File: src/rtl/spi_mnrch_arb.sv
// rtl/spi_mnrch_arb.sv - round-robin arbiter sharing one SPI monarch among NUM_REQ requesters
// Optional watchdog: define SPI_ARB_TIMEOUT_EN.
module spi_mnrch_arb #(
  parameter int NUM_REQ     = 4,
  parameter int TIMEOUT_CYC = 1024
) (
  input  logic                   clk,
  input  logic                   rst_n,
  input  logic [NUM_REQ-1:0]     req,
  input  logic [16*NUM_REQ-1:0]  req_data,
  output logic [NUM_REQ-1:0]     gnt,
  output logic [NUM_REQ-1:0]     rsp_vld,
  output logic [15:0]            rsp_data,
  output logic                   err,
  output logic                   busy,
  output logic                   wrt,
  output logic [15:0]            wt_data,
  input  logic                   done,
  input  logic [15:0]            rd_data
);

  localparam int SEL_W = (NUM_REQ > 1) ? $clog2(NUM_REQ) : 1;
  localparam int SW1   = SEL_W + 1;

  if (NUM_REQ < 2 || NUM_REQ > 8 || TIMEOUT_CYC < 2) begin : g_bad_param
    $error("spi_mnrch_arb: illegal NUM_REQ or TIMEOUT_CYC");
  end

  typedef enum logic [1:0] {IDLE, LAUNCH, WAIT, RESP} state_t;

  state_t             state_q, state_d;
  logic [SEL_W-1:0]   ptr_q, ptr_d;
  logic [SEL_W-1:0]   sel_q, sel_d;
  logic [15:0]        wt_data_q, wt_data_d;
  logic [15:0]        rsp_data_q, rsp_data_d;
  logic               done_q;
  logic               done_rise;
  logic [SEL_W-1:0]   win;
  logic               found;
  logic [NUM_REQ-1:0] sel_oh;

  // A done level left over from the previous frame must not count as completion.
  assign done_rise = done & ~done_q;
  assign sel_oh    = {{(NUM_REQ-1){1'b0}}, 1'b1} << sel_q;

`ifdef SPI_ARB_TIMEOUT_EN
  localparam int CNT_W = $clog2(TIMEOUT_CYC) + 1;
  logic [CNT_W-1:0] cnt_q, cnt_d;
  logic             err_q, err_d;
`endif

  always_comb begin
    logic [SW1-1:0] sum;
    win   = ptr_q;
    found = 1'b0;
    sum   = '0;
    for (int i = 0; i < NUM_REQ; i++) begin
      sum = {1'b0, ptr_q} + SW1'(i);
      if (sum >= SW1'(NUM_REQ)) sum = sum - SW1'(NUM_REQ);
      if (!found && req[sum[SEL_W-1:0]]) begin
        win   = sum[SEL_W-1:0];
        found = 1'b1;
      end
    end
  end

  always_comb begin
    state_d    = state_q;
    ptr_d      = ptr_q;
    sel_d      = sel_q;
    wt_data_d  = wt_data_q;
    rsp_data_d = rsp_data_q;
`ifdef SPI_ARB_TIMEOUT_EN
    cnt_d      = cnt_q;
    err_d      = 1'b0;
`endif
    case (state_q)
      IDLE: begin
        if (found) begin
          state_d   = LAUNCH;
          sel_d     = win;
          wt_data_d = req_data[16*win +: 16];
        end
      end
      LAUNCH: begin
        state_d = WAIT;
        ptr_d   = (sel_q == SEL_W'(NUM_REQ-1)) ? '0 : sel_q + 1'b1;
`ifdef SPI_ARB_TIMEOUT_EN
        cnt_d   = '0;
`endif
      end
      WAIT: begin
`ifdef SPI_ARB_TIMEOUT_EN
        cnt_d = cnt_q + 1'b1;
`endif
        if (done_rise) begin
          state_d    = RESP;
          rsp_data_d = rd_data;
        end
`ifdef SPI_ARB_TIMEOUT_EN
        else if (cnt_d == CNT_W'(TIMEOUT_CYC)) begin
          state_d    = RESP;
          rsp_data_d = 16'h0000;
          err_d      = 1'b1;
        end
`endif
      end
      RESP:    state_d = IDLE;
      default: state_d = IDLE;
    endcase
  end

  always_ff @(posedge clk or negedge rst_n) begin
    if (!rst_n) begin
      state_q    <= IDLE;
      ptr_q      <= '0;
      sel_q      <= '0;
      wt_data_q  <= 16'h0000;
      rsp_data_q <= 16'h0000;
      done_q     <= 1'b0;
`ifdef SPI_ARB_TIMEOUT_EN
      cnt_q      <= '0;
      err_q      <= 1'b0;
`endif
    end else begin
      state_q    <= state_d;
      ptr_q      <= ptr_d;
      sel_q      <= sel_d;
      wt_data_q  <= wt_data_d;
      rsp_data_q <= rsp_data_d;
      done_q     <= done;
`ifdef SPI_ARB_TIMEOUT_EN
      cnt_q      <= cnt_d;
      err_q      <= err_d;
`endif
    end
  end

  assign gnt      = (state_q == LAUNCH) ? sel_oh : '0;
  assign wrt      = (state_q == LAUNCH);
  assign rsp_vld  = (state_q == RESP) ? sel_oh : '0;
  assign busy     = (state_q != IDLE);
  assign wt_data  = wt_data_q;
  assign rsp_data = rsp_data_q;
`ifdef SPI_ARB_TIMEOUT_EN
  assign err      = err_q;
`else
  assign err      = 1'b0;
`endif

endmodule
File: config.mk
export PLATFORM = sky130hd
export DESIGN_NAME = spi_mnrch_arb
export DESIGN_NICKNAME = d
export VERILOG_FILES = /design/src/rtl/spi_mnrch_arb.sv
export SDC_FILE = /design/constraint.sdc
export NUM_CORES = 1
export LEC_CHECK = 0
export ABC_AREA = 1
export CAP_MARGIN = 0
export CORE_ASPECT_RATIO = 2
export CORE_MARGIN = 5
export CORE_UTILIZATION = 35
export CTS_CLUSTER_SIZE = 24
export DETAILED_ROUTE_END_ITERATION = 8
export GPL_TIMING_DRIVEN = 0
export PLACE_DENSITY_LB_ADDON = 0.05
export SYNTH_ARGS = -nofsm -noshare
export SYNTH_HDL_FRONTEND = slang
export SYNTH_SLANG_ARGS = --single-unit
File: constraint.sdc
create_clock -name clk -period 5.3 [get_ports clk]
set_input_delay 1.06 -clock clk [delete_from_list [all_inputs] [get_ports clk]]
set_output_delay 1.06 -clock clk [all_outputs]
set_load 0.005 [all_outputs]
==> results of run 1 <==
[Yosys cell counts (all sizes together)]
library cell  number
a21oi              2
buf               16
clkbuf             1
clkinv             1
conb               1
dfrtp             39
ha                 9
inv               23
mux2              16
nand2            208
nand3             50
nand4              2
nor2               7
o21ai              6
[critical path, stage by stage, from the launching register on]
cell	delay [ps]
dfrtp_1	400
inv_1	130
ha_1	340
nand2_1	100
inv_1	60
clkdlybuf4s50_1	490
[per-stage QoR]
step | util | setup slack (ps) | power [W] | std cells | instance area [um2]
after CTS | 0.561 | 2440 | 0.00259 | 612 | 4230
final | 0.561 | 2450 | 0.00255 | 612 | 4230
after global placement | 0.539 | 2160 | 0.00226 | 603 | 4070
after floorplan | - | 3090 | 0.00164 | 381 | 2670
after detailed placement | 0.542 | 2290 | 0.00229 | 604 | 4090
after global routing | 0.561 | 2320 | 0.00284 | 612 | 4230
[state kept, by name (all words and copies together) (netlist names)]
register  cells
done_q        1
ptr_q         2
rsp_data     16
sel_q         2
state_q       2
wt_data      16
[worst paths after layout]
kind | to | start | cells past startpoint
worst max register to register | wt_data[3] | ptr_q[1] | 12
min in group asynchronous | rsp_data[14] | rst_n | 1
worst min register to register | wt_data[1] | wt_data[1] | 2
worst max-delay path | gnt[2] | state_q[1] | 5
worst min-delay path | wt_data[1] | wt_data[1] | 2
max in group asynchronous | sel_q[0] | rst_n | 2
[per-layer routing]
layer,vias to the layer above,global-route usage,share of wire
met1,1239,0.183,0.37
met3,6,0.0544,0.077
met5,-,0,0
li1,1456,-,-
met4,0,0.0533,0.010
met2,96,0.339,0.54
[final cells by class]
cell class              count  area, um2  share of cell area
flip-flops and latches     39        976               0.230
plain buffers              17        114              0.0269
clock inverters             2       12.5             0.00296
repair buffers            129       1300               0.308
well taps                  94        118              0.0278
clock buffers               6        129              0.0304
inverters                  24       92.6              0.0219
multi-input cells         301       1490               0.352
[cell families after synthesis]
group,after synthesis
mux,16
buf+inv,41
compound gates,8
simple gates,267
other cells,1
flops,39
fa+ha+maj,9
[report_power, final]
group | total [W] | internal [W] | switching [W]
sequential | 0.000523 | 0.000445 | 0.0000785
combinational | 0.00174 | 0.000770 | 0.000969
clock | 0.000286 | 0.000173 | 0.000113
total | 0.00255 | 0.00139 | 0.00116
==> flow_summary.yaml, run 1 <==
cells_and_area:
  mostFrequentLayoutCell: "nand2_1"
  syn_to_final_growth_pct: 58.5
  layout_common_cells: "198 x nand2_1, 127 x clkdlybuf4s50_1, 49 x nand3_1"
  num_antenna_cells: 0
  nets: 613
  fill_cells: 758
  layout-drive-gt1-share: 0.108
job:
  cap_violations: 0
timing:
  max-slew-margin-rel: 0.651
  final-hold-violation-count: 0
  setup_viol: 0
  rsz0062_at_grt: "false"
  fmax_ghz: 0.351
  fin_worst_skew_ps: 3.46
  setup_tns_ps: 0
  layout_min_cycle_time_ps: 2850
  worst_slew_pin_slew_ps: 523
  finalCritPeriodShare: 0.538
  holdWs_ps: 480
  report.final.slew_viol_count: 0
placement:
  hpwl_um: 6920
  gp_congestion: 0.820
  numPortBuffers: 128
clock_network:
  cts_resized: 0
  cts_sinks: 39
  hold_buffers: 0
  clock_latency_ps: 280
  cts_made_buffers: 5
  cts_root_buffer: "clkbuf_16"
  path_clk_slew_ps: 60
  cts_max_level: 2
  cts_tree: "yes"
  cts_setup_buffers: 0
  cts_max_path_buffers: 2
drt:
  wl_um: 8360
  avgViaCountPerCell: 4.57
  drt_pass1_iterations: 4
  num_vias: 2797
  route.detailed.drc: 0
  postRouteAntennaNets: 0
  drt-initial-drc-count: 104
  wl_per_cell_um: 13.7
grt:
  grt_max_degree: 22
  grt_overflow: 0
  antenna_found_initial: 0
  track_usage: 0.180
  grt_pass1_wl_um: 13900
  grt_pass1_vias: 2936
synthesis:
  synth_cell_types: 23
  syn_inst: 381
  synth_fp_nets: 477
  synthAdderAreaFrac: 0.0422
  synth_compound_area_frac: 0.0150
  syn_area_um2: 2670
  synthMuxAreaShare: 0.0674
  ys_seq_area_frac: 0.365
  avgSynthCellArea_um2: 7.01
  yosys.area.top_type: "dfrtp_1"
  synth-simple-area-share: 0.431
  synth_top_area_frac: 0.365
  synth_top_family_by_area: "simple AND/OR/NAND/NOR gates"
  ys_ff_latch: 39
  synth.top_cells.by_area: "dfrtp_1 37%, nand2_1 28%, nand3_1 9.2%, mux2_2 6.7%, ha_1 4.2%"
  ys_warn_count: 0
  synth-xor-area-share: 0
floorplan:
  die_h_um: 134
  dieArea_um2: 9590
  die_w_um: 71.8
  rows: 45
  coreArea_um2: 7540
  io-pin-count: 130
  start_util: 0.354
power_and_ir_drop:
  power.density_nw_per_um2: 602
  p_leak_nw: 2.15
  ir_drop_mv: 0.365
setup_path:
  worst_setup_path_end_kind: "primary output"
  critPathMaxFanout: 9
  startpoint_type: "flip-flop"
  cp.required_ps: 4240
  crit_arrival_ps: 1790
  r2r_slack_ps: 3260
  crit_type: "flip-flop to primary output"
min_path:
  hold_class: "flip-flop to flip-flop"
status:
  status: "complete, no violations"
Note: power is estimated with default switching activity, not from simulation.
==> inputs of run 2 (changes only) <==
==> constraint.sdc (replaced) <==
create_clock -name clk -period 3 [get_ports clk]
set_input_delay 0.6 -clock clk [delete_from_list [all_inputs] [get_ports clk]]
set_output_delay 0.6 -clock clk [all_outputs]
set_load 0.005 [all_outputs]
==> results of run 2 <==
The final DEF is identical to that of run 1. Status: complete, no violations.
Main changes from that run: setup slack after placement 2290 ps -> 445 ps; setup slack after layout 2450 ps -> 610 ps; hold slack 480 ps -> 279 ps; register-to-register setup slack 3260 ps -> 960 ps; total power 0.00255 W -> 0.00450 W; worst IR drop on VDD 0.365 mV -> 0.646 mV
==> inputs of run 3 (changes only) <==
==> constraint.sdc (replaced) <==
create_clock -name clk -period 2.4 [get_ports clk]
set_input_delay 0.48 -clock clk [delete_from_list [all_inputs] [get_ports clk]]
set_output_delay 0.48 -clock clk [all_outputs]
set_load 0.005 [all_outputs]
==> flow_summary.yaml, run 3 (synthesis gave the netlist of run 1 again) <==
status:
  status: "complete, no violations"
timing:
  rsz0062_at_grt: "false"
  final-hold-violation-count: 0
  report.final.slew_viol_count: 0
  fmax_ghz: 0.457
  finalCritPeriodShare: 0.912
  max-slew-margin-rel: 0.651
  setup_ws_ps: 210
  worst_slew_pin_slew_ps: 523
  setup_viol: 0
  layout_min_cycle_time_ps: 2190
  fin_worst_skew_ps: 3.46
clock_network:
  cts_root_buffer: "clkbuf_16"
  cts_tree: "yes"
  cts_max_level: 2
  cts_sinks: 39
  cts_setup_buffers: 0
  clock_latency_ps: 280
  cts_max_path_buffers: 2
  hold_buffers: 0
  path_clk_slew_ps: 60
  cts_made_buffers: 5
setup_path:
  max_stage_delay_ps: 480
  cp.required_ps: 1920
  critPathMaxFanout: 9
  crit_slowest_cell: "clkdlybuf4s50_1"
  crit_type: "flip-flop to primary output"
  crit_top_cell: "inv_1"
  rr_startpoint: "ptr_q[1]"
  startpoint_type: "flip-flop"
  path_cells: "inv_1, ha_2, nand2_1, inv_1, clkdlybuf4s50_1"
  r2r_slack_ps: 360
  worst_setup_path_end_kind: "primary output"
  crit_arrival_ps: 1710
  crit_start: "state_q[1]"
drt:
  route.detailed.drc: 0
  drt_pass1_iterations: 4
  wl_um: 8360
  postRouteAntennaNets: 0
  avgViaCountPerCell: 4.57
  drt-initial-drc-count: 104
  num_vias: 2797
  wl_per_cell_um: 13.7
cells_and_area:
  syn_to_final_growth_pct: 58.6
  fill_cells: 758
  final_util: 0.562
  layout-drive-gt1-share: 0.110
  num_antenna_cells: 0
  nets: 613
  final_area_um2: 4240
  mostFrequentLayoutCell: "nand2_1"
  layoutNonFillerInstCount: 612
  layout_common_cells: "198 x nand2_1, 127 x clkdlybuf4s50_1, 49 x nand3_1"
grt:
  antenna_found_initial: 0
  grt_pass1_wl_um: 13900
  grt_pass1_vias: 2936
  track_usage: 0.180
  grt_max_degree: 22
  grt_overflow: 0
placement:
  hpwl_um: 6920
  place_area_um2: 4090
  gp_congestion: 0.820
  dp.cells: 604
  numPortBuffers: 128
  dp_slack_ps: -34.7
power_and_ir_drop:
  seqPwrFrac: 0.205
  ir_drop_mv: 0.809
  switching_share: 0.455
  power.density_nw_per_um2: 1330
  power_frac_clock: 0.112
  p_leak_nw: 2.15
  netSwitchingPower_w: 0.00256
  p_int_w: 0.00307
  power_w: 0.00563
  p_comb_frac: 0.682
floorplan:
  start_util: 0.354
  dieArea_um2: 9590
  rows: 45
  io-pin-count: 130
  die_h_um: 134
  die_w_um: 71.8
  coreArea_um2: 7540
min_path:
  hold_class: "input pin to asynchronous set/reset pin"
job:
  cap_violations: 0
run 3: power groups by stage:
stage          combinational [W]  clock, W  sequential (W)
5_1_grt                  0.00437  0.000689         0.00120
3_5_place_dp             0.00388         0         0.00117
3_3_place_gp             0.00384         0         0.00115
4_1_cts                  0.00391  0.000658         0.00116
2_1_floorplan            0.00245         0         0.00117
6_report                 0.00384  0.000632         0.00116
run 3: through the flow:
step           hold WS, ps  setup TNS [ps]
3_5_place_dp           470           -77.7
3_3_place_gp           465           -6100
5_1_grt                180               0
2_1_floorplan          184               0
4_1_cts                166               0
6_report               159               0
run 3: area by class of cell:
class,count,area [um2],share of cell area
inverters,24,92.6,0.0219
repair buffers,129,1300,0.308
clock inverters,2,12.5,0.00295
well taps,94,118,0.0278
flip-flops and latches,39,976,0.230
clock buffers,6,129,0.0304
plain buffers,17,114,0.0269
multi-input cells,301,1490,0.352
run 3: critical path, delay by kind of cell (launching register included):
kind / cells / cell delay (ps)
flops: 1 / 400
simple gates: 1 / 80
buf+inv: 3 / 660
fa+ha+maj: 1 / 280
run 3: path summary, 6_finish.rpt:
kind / endpoint / cells past startpoint
min in group clk: wt_data[1] / 2
setup / recovery: gnt[2] / 5
max in group asynchronous: sel_q[0] / 2
setup reg to reg: wt_data[3] / 12
hold / removal: rsp_data[14] / 1
hold reg to reg: wt_data[1] / 2
run 3: per-layer routing:
| metal | vias to the layer above | share of wire | track usage |
|---|---|---|---|
| li1 | 1456 | - | - |
| met1 | 1239 | 0.37 | 0.183 |
| met2 | 96 | 0.54 | 0.339 |
| met3 | 6 | 0.077 | 0.0544 |
| met4 | 0 | 0.010 | 0.0533 |
| met5 | - | 0 | 0 |
run 3: what timing repair did:
| item | CTS | global route |
|---|---|---|
| hold endpoints to repair | 0 | 0 |
| resized for setup | 0 | 1 |
| setup endpoints to repair | 0 | 1 |
